<file path="src/rtl/pc_sequencer.sv">
// Fetch-side sequencer: owns the PC and {V,S,C,Z} flags, fetches over req/ack, strobes one execute cycle.
// Optional feature: define PC_MISALIGN_TRAP_EN to halt on a misaligned taken target instead of masking it.
module pc_sequencer #(
    parameter logic [31:0] RESET_PC = 32'h0
) (
    input  logic        clk,
    input  logic        rst,
    output logic [31:0] imem_addr,
    output logic        imem_req,
    input  logic        imem_ack,
    input  logic [31:0] imem_rdata,
    output logic [31:0] instr,
    output logic        instr_valid,
    input  logic        branch_ctrl,
    input  logic [3:0]  flag_ctrl,
    input  logic [31:0] reg_target,
    input  logic [3:0]  alu_flags,
    input  logic        flag_we,
    output logic [3:0]  flags,
    output logic [31:0] link_pc,
    output logic        trap
);

    localparam logic [1:0] S_IDLE  = 2'd0;
    localparam logic [1:0] S_FETCH = 2'd1;
    localparam logic [1:0] S_EXEC  = 2'd2;
    localparam logic [1:0] S_HALT  = 2'd3;

    logic [1:0]         state_q, state_d;
    logic [31:0]        pc_q, pc_d;
    logic [31:0]        instr_q, instr_d;
    logic [3:0]         flags_q, flags_d;

    logic signed [31:0] off;
    logic [31:0]        seq_pc;
    logic [31:0]        rel_target;
    logic [31:0]        taken_target;
    logic [31:0]        next_pc;
    logic               cond;
    logic               taken;
    logic               misalign;

    // Branch resolution always uses the registered flags, never this cycle's alu_flags.
    always_comb begin
        off          = {{4{instr_q[25]}}, instr_q[25:0], 2'b00};
        seq_pc       = pc_q + 32'd4;
        rel_target   = seq_pc + $unsigned(off);
        cond         = 1'b0;
        taken_target = rel_target;
        case (flag_ctrl)
            4'd4:    cond = 1'b1;
            4'd5:    cond = flags_q[0];
            4'd6:    cond = ~flags_q[0];
            4'd7:    cond = flags_q[1];
            4'd8:    cond = ~flags_q[1];
            4'd9:    cond = flags_q[2];
            4'd10:   cond = ~flags_q[2];
            4'd11:   cond = flags_q[3];
            4'd12:   cond = ~flags_q[3];
            4'd13:   begin cond = 1'b1; taken_target = reg_target; end
            4'd14:   cond = 1'b1;
            4'd15:   begin cond = 1'b1; taken_target = reg_target; end
            default: cond = 1'b0;
        endcase
        taken = branch_ctrl & cond;
`ifdef PC_MISALIGN_TRAP_EN
        misalign = taken & (|taken_target[1:0]);
        next_pc  = taken ? taken_target : seq_pc;
`else
        misalign = 1'b0;
        next_pc  = taken ? (taken_target & ~32'h3) : seq_pc;
`endif
    end

    always_comb begin
        state_d = state_q;
        pc_d    = pc_q;
        instr_d = instr_q;
        flags_d = flags_q;
        case (state_q)
            S_IDLE:  state_d = S_FETCH;
            S_FETCH: begin
                if (imem_ack) begin
                    instr_d = imem_rdata;
                    state_d = S_EXEC;
                end
            end
            S_EXEC: begin
                if (flag_we) flags_d = alu_flags;
                // A faulting target leaves pc pointing at the faulting instruction.
                if (misalign) begin
                    state_d = S_HALT;
                end else begin
                    pc_d    = next_pc;
                    state_d = S_FETCH;
                end
            end
            S_HALT:  state_d = S_HALT;
            default: state_d = S_IDLE;
        endcase
    end

    always_ff @(posedge clk or posedge rst) begin
        if (rst) begin
            state_q <= S_IDLE;
            pc_q    <= RESET_PC;
            instr_q <= 32'h0;
            flags_q <= 4'h0;
        end else begin
            state_q <= state_d;
            pc_q    <= pc_d;
            instr_q <= instr_d;
            flags_q <= flags_d;
        end
    end

    assign imem_addr   = pc_q;
    assign imem_req    = (state_q == S_FETCH);
    assign instr_valid = (state_q == S_EXEC);
    assign instr       = instr_q;
    assign flags       = flags_q;
    assign link_pc     = pc_q + 32'd4;
`ifdef PC_MISALIGN_TRAP_EN
    assign trap        = (state_q == S_HALT);
`else
    assign trap        = 1'b0;
`endif

endmodule

</file>
<file path="config.mk">
export PLATFORM = sky130hd
export DESIGN_NAME = pc_sequencer
export DESIGN_NICKNAME = d
export VERILOG_FILES = /design/src/rtl/pc_sequencer.sv
export SDC_FILE = /design/constraint.sdc
export NUM_CORES = 1
export LEC_CHECK = 0
export CORE_ASPECT_RATIO = 1.1
export CORE_MARGIN = 3
export CORE_UTILIZATION = 48
export DETAILED_ROUTE_END_ITERATION = 10
export PLACE_DENSITY = 0.83
export SLEW_MARGIN = 15
export SYNTH_ARGS = -nofsm -noshare
export SYNTH_HDL_FRONTEND = slang
export SYNTH_SLANG_ARGS = --single-unit
</file>
<file path="constraint.sdc">
create_clock -name clk -period 4.37 [get_ports clk]
set_clock_uncertainty 0.2 [all_clocks]
set_input_delay 0.874 -clock clk [delete_from_list [all_inputs] [get_ports clk]]
set_output_delay 0.874 -clock clk [all_outputs]
set_load 0.03 [all_outputs]
</file>
==> implementation parameters, run 1 <==
Parameter                              Value

Power and ir drop
  Worst-case vdd ir drop ... 0.571 mV
  Power per Cell Area ... 920 nW/um^2
  Total power draw ... 7.24 mW
  Leak Pwr ... 3.26 nW

Logic synthesis
  Number of warnings reported in the yosys synthesis log ... 0
  Share of synthesized area spent on multiplexers ... 8.84%
  Flop and latch count out of synthesis ... 68
  Number of enable flip-flop cells after synthesis ... 0
  Synthesized area divided by synthesized cell count ... 8.51 um^2
  Synth Cell Area ... 5620 um^2
  Dominant combinational cell family by area after synthesis ... compound AO/OA/AOI/OAI gates
  Count of cell types in the netlist ... 59
  Primary FF master, synth ... dfrtp_1
  Post-synthesis share of cell area spent on xor and xnor gates ... 7.93%
  Synthesized-area fraction occupied by adder cells ... 8.37%
  Cells after Synth ... 660
  Part of the Yosys area used for sequential elements ... 30.3%
  FFs w/ async S/R, synth ... 100%
  Compound-Gate Fraction of Synth Area ... 22.5%
  Simple-gate share of the synthesized area ... 17.6%

Setup path
  Classification of the worst setup path ... reg2out
  Kind of start point of the critical path ... register
  Data required time at the worst endpoint ... 3.30 ns
  Depth of the worst register-to-register path ... 16
  Crit path DAT ... 3.15 ns
  Critical path capture point type ... primary output
  Largest fanout on the critical path ... 8

Route
  Sum of routed wire length over all layers ... 19.3 mm
  DRC errors left ... 0
  Detailed route wirelength on metal3 ... 1.45 mm
  Uppermost layer routed ... met4
  Iteration count of the initial detailed-routing pass ... 5
  Initial DRC count ... 404
  Total number of vias ... 5873
  Post-DR vias/cell ... 6.02
  Amount of wire on met2 after detailed routing ... 9.53 mm
  Count of nets left with antenna violations after detail routing ... 0
  Wire length on met1 ... 7.73 mm
  Average wire per cell in the routed design ... 19.8 um

Final layout
  Share of layout cells above drive strength 1 ... 11.0%
  # nets final ... 938
  Layout Area Growth over Synthesis ... 40.2%
  Cell area after layout ... 7870 um^2
  Antenna Diode Count ... 0
  Fill cell count ... 875

GRT
  First-pass GRT wire length ... 30.8 mm
  Total grt overflow ... 0
  Vias in the first global route ... 5902
  GR Util All Layers ... 30.1%
  Antenna violations before repair ... 0
  Largest net degree at the start of global routing ... 43

STA
  Final min period ... 4.23 ns
  Worst-case headroom to the max-slew limit ... 42.7%
  Final setup margin ... 0.141 ns
  Hold Vio Cnt, Final ... 0
  Aggregate negative setup slack ... 0 ns
  Setup violations, final ... 0
  Max Slew Vio Count ... 0
  Period utilisation layout ... 96.8%
  Setup repair after global routing missed its margin ... no
  Maximum achievable frequency ... 0.236 GHz
  Transition at the pin with the smallest max-transition slack ... 0.858 ns

Placed design
  Worst slack, placed ... 0.311 ns
  Post-detailed-placement cell area ... 7540 um^2
  # port buffers ... 172
  Global placement routability congestion ... 0.956
  Half-perimeter wire length after detailed placement ... 14.4 mm

Outcome
  Run status ... complete, no violations

Floorplanning
  Overall die height ... 119 um
  Total number of placement rows ... 40
  Die outline area ... 13000 um^2
  Floorplan Core Area ... 11200 um^2
  Initial core utilization ... 50.3%
  Chip width ... 109 um
  Top-level I/O count ... 180

CTS
  Latest clock arrival within the worst-skew pair ... 0.34 ns
  H-tree depth ... 3
  TritonCTS clock tree ... built
  CTS Buf Count ... 9
  CTS clk-pin slew, worst paths ... 0.06 ns
  Root Driver ... clkbuf_16
  Maximum number of buffers from clock root to sink ... 2
  Number of clock sinks ... 68

Worst hold path
  Worst Hold Class ... reg2reg
  WHS Path Cells ... 1

Flow run
  Max-cap violations ... 0
-- sequential cells by signal (all words and copies together) (netlist names) --
register   flops
flags          4
imem_addr     30
state_q        2
instr         32
-- synthesized netlist by cell type (all sizes together) (3+ instances only) --
cell	count	area, um^2
a221o	3	30.0
xnor2	28	245
nand3	29	145
nor3	11	71.3
clkbuf	34	128
a21oi	53	265
o21ai	44	220
and4	4	37.5
o22ai	10	62.6
o21bai	6	45.0
nand2	68	255
nand2b	6	37.5
a31oi	14	87.6
a311oi	4	35.0
or3	4	25.0
and3	7	43.8
xor2	22	200
nor2	41	154
a22oi	3	22.5
nand4	18	134
mux2	37	417
inv	11	41.3
or2	3	18.8
dfrtp	68	1700
ha	36	450
a21o	15	113
mux2i	8	80.1
and2	3	18.8
o31ai	9	72.6
a211oi	12	90.1
nor4	3	18.8
buf	13	73.8
o211ai	8	60.1
nor2b	5	31.3
o21a	3	22.5
-- worst paths after layout --
path,start,end,slack [ns]
max,imem_addr[4],link_pc[27],0.14
min,state_q[0],state_q[1],0.30
max reg2reg,imem_addr[4],imem_addr[22],0.31
min reg2reg,state_q[0],state_q[1],0.30
max in group asynchronous,rst,imem_addr[24],2.33
min in group asynchronous,rst,instr[0],0.85
-- report_power, final --
part	total [mW]	switching, mW	internal [mW]
registers	1.33	0.414	0.921
logic	5.11	2.94	2.17
clock network	0.798	0.283	0.515
total	7.24	3.64	3.60
-- critical path, stage by stage, from the launching register on --
cell             delay (ns)
dfrtp_1                0.48
and4_1                 0.34
nand4_1                0.29
nor2_1                 0.24
buf_4                  0.18
and3_1                 0.21
nand2_1                0.11
xnor2_1                0.24
clkdlybuf4s50_1        0.72
-- per-layer routing --
metal / global-route usage [%] / vias to the layer above
met4: 12.6 / 0
li1: - / 2749
met2: 50.2 / 276
met1: 38.2 / 2798
met5: 0 / -
met3: 5.04 / 50
-- what timing repair did --
item                                    4_1_cts  5_1_grt
resized for setup                             0        4
setup buffers                                 0        0
hold buffers                                  0        0
endpoints found under the setup margin        0        4
-- cell usage in the layout, fill, tap and decap left out, types with 9 or more instances in the layout --
| master | synthesis | final |
|---|---|---|
| clkdlybuf4s50_1 | 0 | 170 |
| nand2_1 | 68 | 68 |
| dfrtp_1 | 68 | 68 |
| a21oi_1 | 53 | 53 |
| o21ai_0 | 43 | 43 |
| nor2_1 | 41 | 41 |
| mux2_2 | 37 | 37 |
| ha_1 | 36 | 36 |
| nand3_1 | 29 | 29 |
| xnor2_1 | 28 | 27 |
| buf_4 | 6 | 24 |
| xor2_1 | 21 | 21 |
| nand4_1 | 16 | 16 |
| a21o_1 | 15 | 15 |
| a31oi_1 | 14 | 13 |
| a211oi_1 | 12 | 11 |
| inv_1 | 11 | 10 |
| o22ai_1 | 10 | 10 |
| clkbuf_16 | 0 | 9 |
-- logic make-up (layout without fill, tap and decap cells) --
family / count (synthesis) / in the layout
AO/OA/AOI/OAI: 199 / 199
XOR/XNOR: 50 / 50
adder cells (fa/ha/maj): 37 / 37
buffers and inverters: 58 / 223
flip-flops: 68 / 68
multiplexers: 45 / 45
other: 1 / 5
AND/OR/NAND/NOR: 202 / 202
-- final cells by class --
| type | count | area [um^2] | share of cell area, % |
|---|---|---|---|
| clock inverter | 4 | 72.6 | 0.922 |
| clock buffer | 12 | 246 | 3.13 |
| timing repair buffer | 196 | 1910 | 24.2 |
| inverter | 11 | 41.3 | 0.524 |
| sequential | 68 | 1700 | 21.6 |
| multi-input combinational | 538 | 3720 | 47.3 |
| tap | 147 | 184 | 2.34 |
-- metrics by stage --
stage / util [%] / cells / hold slack [ns]
after floorplan: - / 664 / 0.263
after global placement: 67.6 / 960 / 0.272
after detailed placement: 67.6 / 960 / 0.290
after CTS: 70.4 / 976 / 0.302
after global routing: 70.5 / 976 / 0.312
final: 70.5 / 976 / 0.304
Note: power is estimated with default switching activity, not from simulation.
==> inputs of run 2 (changes only) <==
--- a/config.mk
+++ b/config.mk
@@ -10,6 +10,7 @@
 export CORE_UTILIZATION = 48
 export DETAILED_ROUTE_END_ITERATION = 10
 export PLACE_DENSITY = 0.83
+export REMOVE_ABC_BUFFERS = 1
 export SLEW_MARGIN = 15
 export SYNTH_ARGS = -nofsm -noshare
 export SYNTH_HDL_FRONTEND = slang
==> implementation parameters, run 2 (same netlist as run 1, synthesis figures left out) <==
Parameter                              Value

Outcome
  Run status ... complete, no violations (unchanged)

CTS
  Latest clock arrival within the worst-skew pair ... 0.35 ns (was 0.34 ns)
  Maximum number of buffers from clock root to sink ... 2 (unchanged)
  H-tree depth ... 3 (unchanged)
  CTS clk-pin slew, worst paths ... 0.06 ns (about the same)
  Number of setup buffers added after CTS ... 0 (unchanged)
  Number of clock sinks ... 68 (unchanged)
  Resize count post-CTS ... 0 (unchanged)
  CTS Buf Count ... 9 (unchanged)
  Root Driver ... clkbuf_16 (unchanged)
  TritonCTS clock tree ... built (unchanged)
  CTS Hold Buffers Added ... 0 (unchanged)

Setup path
  Data required time at the worst endpoint ... 3.30 ns (about the same)
  Classification of the worst setup path ... reg2out (unchanged)
  Kind of start point of the critical path ... register (unchanged)
  Critical path capture point type ... primary output (unchanged)
  Largest incremental delay on the critical path ... 0.74 ns (was 0.72 ns)
  Crit path DAT ... 3.15 ns (about the same)
  Depth of the worst register-to-register path ... 14 (was 16)
  Launch instance of the worst register-to-register path ... imem_addr[10] (was imem_addr[4])
  R2r setup slk ... 0.27 ns (was 0.31 ns)
  Largest fanout on the critical path ... 8 (unchanged)
  Cell with the largest stage delay on the worst path ... clkdlybuf4s50_1 (unchanged)
  Ordered cell list for the critical path ... and4_2, nand4_1, nor2_2, and3_1, nand2b_1, xnor2_1, clkdlybuf4s50_1 (was and4_1, nand4_1, nor2_1, buf_4, and3_1, nand2_1, xnor2_1, clkdlybuf4s50_1)
  Endpoint of the lowest-slack register-to-register path ... imem_addr[31] (was imem_addr[22])

STA
  Transition at the pin with the smallest max-transition slack ... 0.919 ns (was 0.858 ns)
  Setup violations, final ... 0 (unchanged)
  Final min period ... 4.22 ns (was 4.23 ns)
  Worst-case headroom to the max-slew limit ... 38.7% (was 42.7%)
  Hold Vio Cnt, Final ... 0 (unchanged)
  Final setup margin ... 0.147 ns (was 0.141 ns)
  Period utilisation layout ... 96.6% (was 96.8%)
  Maximum achievable frequency ... 0.237 GHz (was 0.236 GHz)
  Max Slew Vio Count ... 0 (unchanged)

Flow run
  Max-cap violations ... 0 (unchanged)

Floorplanning
  Floorplan Core Area ... 11200 um^2 (unchanged)
  Top-level I/O count ... 180 (unchanged)
  Initial core utilization ... 50.3% (unchanged)
  Die outline area ... 13000 um^2 (unchanged)
  Overall die height ... 119 um (unchanged)
  Total number of placement rows ... 40 (unchanged)
  Chip width ... 109 um (unchanged)

Placed design
  Global placement routability congestion ... 0.944 (was 0.956)
  Post-detailed-placement cell area ... 7520 um^2 (was 7540 um^2)
  # port buffers ... 172 (unchanged)
  Worst slack, placed ... 0.384 ns (was 0.311 ns)
  Half-perimeter wire length after detailed placement ... 14.3 mm (was 14.4 mm)

GRT
  Total grt overflow ... 0 (unchanged)
  Vias in the first global route ... 5713 (was 5902)
  First-pass GRT wire length ... 30.0 mm (was 30.8 mm)
  GR Util All Layers ... 29.4% (was 30.1%)
  Largest net degree at the start of global routing ... 69 (was 43)
  Antenna violations before repair ... 0 (unchanged)

Worst hold path
  Worst Hold Class ... reg2reg (unchanged)
  Worst min-delay path startpoint ... state_q[0] (unchanged)
  WHS Path Cells ... 1 (unchanged)
  Hold EP ... state_q[1] (unchanged)

Route
  Amount of wire on met2 after detailed routing ... 9.38 mm (was 9.53 mm)
  Wire length on met1 ... 7.66 mm (was 7.73 mm)
  Uppermost layer routed ... met4 (unchanged)
  Post-DR vias/cell ... 6.07 (was 6.02)
  Detailed route wirelength on metal3 ... 1.51 mm (was 1.45 mm)
  Sum of routed wire length over all layers ... 19.2 mm (was 19.3 mm)
  Count of nets left with antenna violations after detail routing ... 0 (unchanged)
  Average wire per cell in the routed design ... 19.7 um (was 19.8 um)
  Iteration count of the initial detailed-routing pass ... 5 (unchanged)
  Total number of vias ... 5914 (was 5873)
  Initial DRC count ... 444 (was 404)
  DRC errors left ... 0 (unchanged)

Power and ir drop
  Leak Pwr ... 3.24 nW (was 3.26 nW)
  Power per Cell Area ... 910 nW/um^2 (was 920 nW/um^2)
  Worst-case vdd ir drop ... 0.555 mV (was 0.571 mV)
  Total power draw ... 7.13 mW (was 7.24 mW)

Final layout
  Share of layout cells above drive strength 1 ... 11.1% (was 11.0%)
  # nets final ... 936 (was 938)
  Flip-flop count of the largest register, all copies and words added ... 32 (unchanged)
  Combined area of the multi-input logic cells ... 3720 um^2 (about the same)
  FF+latch area ... 1700 um^2 (unchanged)
  Cell area after layout ... 7830 um^2 (was 7870 um^2)
  Antenna Diode Count ... 0 (unchanged)
  Layout Area Growth over Synthesis ... 39.4% (was 40.2%)
  Share of the core filled with cells ... 70.2% (was 70.5%)
  Commonest non-fill, non-tap cell in the layout ... clkdlybuf4s50_1 (unchanged)
  Fill cell count ... 907 (was 875)
  Commonest cells after routing, fill and taps aside ... clkdlybuf4s50_1, nand2_1, dfrtp_1, a21oi_1, o21ai_0 (unchanged)
-- run 2: changes by cell type in the layout (fill, tap and decap cells not counted), sizes merged --
cell,previous run,this run
buf,24,22
bufinv,2,0
clkbuf,12,13
clkinvlp,1,2
-- run 2: final cells by class --
| cell class | count | area share, % |
|---|---|---|
| multi-input combinational | 538 | 47.5 |
| sequential | 68 | 21.7 |
| clock inverter | 3 | 0.256 |
| inverter | 11 | 0.527 |
| tap | 147 | 2.35 |
| clock buffer | 13 | 3.45 |
| timing repair buffer | 194 | 24.1 |
-- run 2: critical path, delay by kind of cell (launching register included) --
family                    cells  cell delay [ns]
DFF                           1             0.47
xor gates and xnor gates      1             0.31
and+or+nand+nor               5             1.28
buffers and inverters         1             0.74
-- run 2: routing by layer --
layer / vias up / track usage, %
li1: 2758 / -
met4: 0 / 13.3
met2: 298 / 49.6
met5: - / 0
met3: 47 / 5.26
met1: 2811 / 36.1
-- run 2: where the power goes --
part	internal [mW]	switching (mW)	leakage (nW)	total, mW
clock	0.430	0.293	0.138	0.723
combinational	2.14	2.93	2.30	5.07
sequential	0.920	0.414	0.800	1.33
-- run 2: through the flow --
stage | hold slack, ns | setup TNS [ns] | instances
floorplan | 0.263 | -0.0640 | 617
global placement | 0.275 | 0 | 958
detailed placement | 0.296 | 0 | 958
CTS | 0.308 | 0 | 974
global route | 0.322 | -0.00815 | 974
finish | 0.298 | 0 | 974
-- run 2: worst max path at each step --
stage / endpoint / cells after the start / slack (ns) / startpoint
2_1_floorplan: imem_addr[31] / 14 / -0.06 / imem_addr[4]
3_3_place_gp: imem_addr[28] / 15 / 0.41 / imem_addr[4]
3_5_place_dp: imem_addr[28] / 15 / 0.38 / imem_addr[4]
4_1_cts: link_pc[29] / 7 / 0.15 / imem_addr[4]
5_1_grt: imem_addr[26] / 14 / -0.008 / imem_addr[4]
6_report: link_pc[29] / 7 / 0.15 / imem_addr[4]
==> inputs of run 3 (changes only) <==
--- a/config.mk
+++ b/config.mk
@@ -6,10 +6,10 @@
 export NUM_CORES = 1
 export LEC_CHECK = 0
 export CORE_ASPECT_RATIO = 1.1
-export CORE_MARGIN = 3
-export CORE_UTILIZATION = 48
+export CORE_MARGIN = 4
+export CORE_UTILIZATION = 37
 export DETAILED_ROUTE_END_ITERATION = 10
-export PLACE_DENSITY = 0.83
+export PLACE_DENSITY = 0.66
 export REMOVE_ABC_BUFFERS = 1
 export SLEW_MARGIN = 15
 export SYNTH_ARGS = -nofsm -noshare
==> implementation parameters, run 3 (same netlist as run 1, synthesis figures left out) <==
Parameter                              Value

Outcome
  Run status ... complete, no violations (unchanged)

Final layout
  Commonest cells after routing, fill and taps aside ... clkdlybuf4s50_1, dfrtp_1, nand2_1, a21oi_1, o21ai_0 (was clkdlybuf4s50_1, nand2_1, dfrtp_1, a21oi_1, o21ai_0)
  Share of layout cells above drive strength 1 ... 11.1% (about the same)
  Flip-flop count of the largest register, all copies and words added ... 32 (unchanged)
  Layout Area Growth over Synthesis ... 40.9% (was 39.4%)
  Share of the core filled with cells ... 53.9% (was 70.2%)
  Commonest non-fill, non-tap cell in the layout ... clkdlybuf4s50_1 (unchanged)
  Antenna Diode Count ... 0 (unchanged)
  # nets final ... 939 (was 936)

Setup path
  Largest fanout on the critical path ... 6 (was 8)
  Largest incremental delay on the critical path ... 0.75 ns (was 0.74 ns)
  Number of buffer and inverter instances along the worst setup path ... 2 (was 1)
  Ordered cell list for the critical path ... and4_1, nand4_1, nor2_1, buf_4, and3_1, nand2b_1, xnor2_1, clkdlybuf4s50_1 (was and4_2, nand4_1, nor2_2, and3_1, nand2b_1, xnor2_1, clkdlybuf4s50_1)
  Data required time at the worst endpoint ... 3.30 ns (about the same)
  Crit path from ... imem_addr[5] (was imem_addr[4])
  Classification of the worst setup path ... reg2out (unchanged)
  Cell with the largest stage delay on the worst path ... clkdlybuf4s50_1 (unchanged)
  Kind of start point of the critical path ... register (unchanged)
  Critical path capture point type ... primary output (unchanged)
  Dominant delay contributor by cell family on the critical path ... simple AND/OR/NAND/NOR gates (unchanged)
  Crit path DAT ... 3.23 ns (was 3.15 ns)
  Launch instance of the worst register-to-register path ... imem_addr[5] (was imem_addr[10])

STA
  Hold Vio Cnt, Final ... 0 (unchanged)
  Period utilisation layout ... 98.5% (was 96.6%)
  Final min period ... 4.30 ns (was 4.22 ns)
  Setup repair after global routing missed its margin ... no
  Max Slew Vio Count ... 0 (unchanged)
  Maximum achievable frequency ... 0.232 GHz (was 0.237 GHz)
  Setup violations, final ... 0 (unchanged)
  Transition at the pin with the smallest max-transition slack ... 0.895 ns (was 0.919 ns)
  Final setup margin ... 0.0661 ns (was 0.147 ns)
  Worst-case headroom to the max-slew limit ... 40.1% (was 38.7%)

Route
  DRC errors left ... 0 (unchanged)
  Total number of vias ... 5804 (was 5914)
  Count of nets left with antenna violations after detail routing ... 0 (unchanged)
  Post-DR vias/cell ... 5.68 (was 6.07)
  Average wire per cell in the routed design ... 19.4 um (was 19.7 um)
  Sum of routed wire length over all layers ... 19.9 mm (was 19.2 mm)
  Iteration count of the initial detailed-routing pass ... 5 (unchanged)
  Initial DRC count ... 380 (was 444)

Floorplanning
  Chip width ... 125 um (was 109 um)
  Floorplan Core Area ... 14700 um^2 (was 11200 um^2)
  Total number of placement rows ... 46 (was 40)
  Overall die height ... 137 um (was 119 um)
  Top-level I/O count ... 180 (unchanged)
  Initial core utilization ... 38.3% (was 50.3%)
  Die outline area ... 17200 um^2 (was 13000 um^2)

CTS
  Root Driver ... clkbuf_16 (unchanged)
  Number of clock sinks ... 68 (unchanged)
  H-tree depth ... 3 (unchanged)
  CTS clk-pin slew, worst paths ... 0.06 ns (about the same)
  TritonCTS clock tree ... built (unchanged)
  CTS Buf Count ... 9 (unchanged)
  Latest clock arrival within the worst-skew pair ... 0.35 ns (about the same)
  Number of setup buffers added after CTS ... 0 (unchanged)
  CTS Hold Buffers Added ... 0 (unchanged)
  Maximum number of buffers from clock root to sink ... 2 (unchanged)

Flow run
  Max-cap violations ... 0 (unchanged)

GRT
  First-pass GRT wire length ... 31.2 mm (was 30.0 mm)
  GR Util All Layers ... 22.9% (was 29.4%)
  Layer carrying the most global-route usage ... met2 (unchanged)
  Total grt overflow ... 0 (unchanged)
  Largest net degree at the start of global routing ... 42 (was 69)
  Vias in the first global route ... 5785 (was 5713)
  Antenna violations before repair ... 0 (unchanged)
  Met1 demand-to-capacity share in global routing ... 28.1% (was 36.1%)
  Met2 GRT Util ... 40.3% (was 49.6%)
  Met3 global-route usage ... 4.19% (was 5.26%)

Power and ir drop
  Total power draw ... 7.17 mW (was 7.13 mW)
  Power per Cell Area ... 905 nW/um^2 (was 910 nW/um^2)
  Worst-case vdd ir drop ... 0.567 mV (was 0.555 mV)
  Leak Pwr ... 3.24 nW (about the same)

Placed design
  Worst slack, placed ... 0.348 ns (was 0.384 ns)
  Global placement routability congestion ... 0.915 (was 0.944)
  Half-perimeter wire length after detailed placement ... 15.0 mm (was 14.3 mm)
  # port buffers ... 172 (unchanged)

Worst hold path
  Worst min-delay path startpoint ... state_q[0] (unchanged)
  Worst Hold Class ... reg2reg (unchanged)
==> run 3: layer usage <==
metal / part of all wire [%] / routed length (um) / up-vias
met5: 0 / 0 / -
met4: 2.3 / 452 / 0
met3: 7.3 / 1440 / 35
met2: 49 / 9800 / 236
met1: 41 / 8170 / 2778
li1: - / - / 2755
==> run 3: power by group <==
part	internal (mW)	total (mW)	switching, mW
registers	0.920	1.31	0.393
clock network	0.456	0.763	0.307
logic	2.17	5.09	2.92
==> run 3: what timing repair did <==
action | 4_1_cts | 5_1_grt
endpoints found under the hold margin | 0 | 0
gates resized for setup | 0 | 1
endpoints found under the setup margin | 0 | 1
==> run 3: worst paths after layout <==
kind / to / slack [ns] / depth (start not counted)
min: state_q[1] / 0.30 / 1
max reg2reg: imem_addr[31] / 0.33 / 14
max in group asynchronous: imem_addr[23] / 2.46 / 3
max: link_pc[29] / 0.07 / 8
min in group asynchronous: imem_addr[3] / 0.83 / 2
min reg2reg: state_q[1] / 0.30 / 1
==> run 3: stage by stage <==
stage | hold slack [ns] | instance area [um^2] | std cells | setup TNS (ns)
final | 0.298 | 7920 | 1022 | 0
after global routing | 0.325 | 7920 | 1022 | 0
after CTS | 0.304 | 7910 | 1022 | 0
after detailed placement | 0.290 | 7610 | 1006 | 0
after global placement | 0.275 | 7610 | 1006 | 0
after floorplan | 0.263 | 5430 | 617 | -0.0640
==> run 3: worst register-to-register path: stages, from the launching register on <==
cell	delay, ns
dfrtp_1	0.45
and4_1	0.35
nand4_1	0.31
nor3_1	0.33
and3_1	0.26
xor2_1	0.28
ha_1	0.25
nand2_1	0.08
o21ai_0	0.29
o21bai_1	0.19
o31ai_2	0.10
buf_4	0.17
o31ai_1	0.41
xnor2_1	0.17
a21oi_1	0.08
==> run 3: final cells by class <==
| cell class | instances | area, um^2 |
|---|---|---|
| inverters | 11 | 41.3 |
| fillers | 1353 | 6760 |
| well taps | 192 | 240 |
| multi-input cells | 538 | 3710 |
| clock inverters | 6 | 63.8 |
| flip-flops and latches | 68 | 1700 |
| repair buffers | 197 | 1920 |
| clock buffers | 10 | 239 |
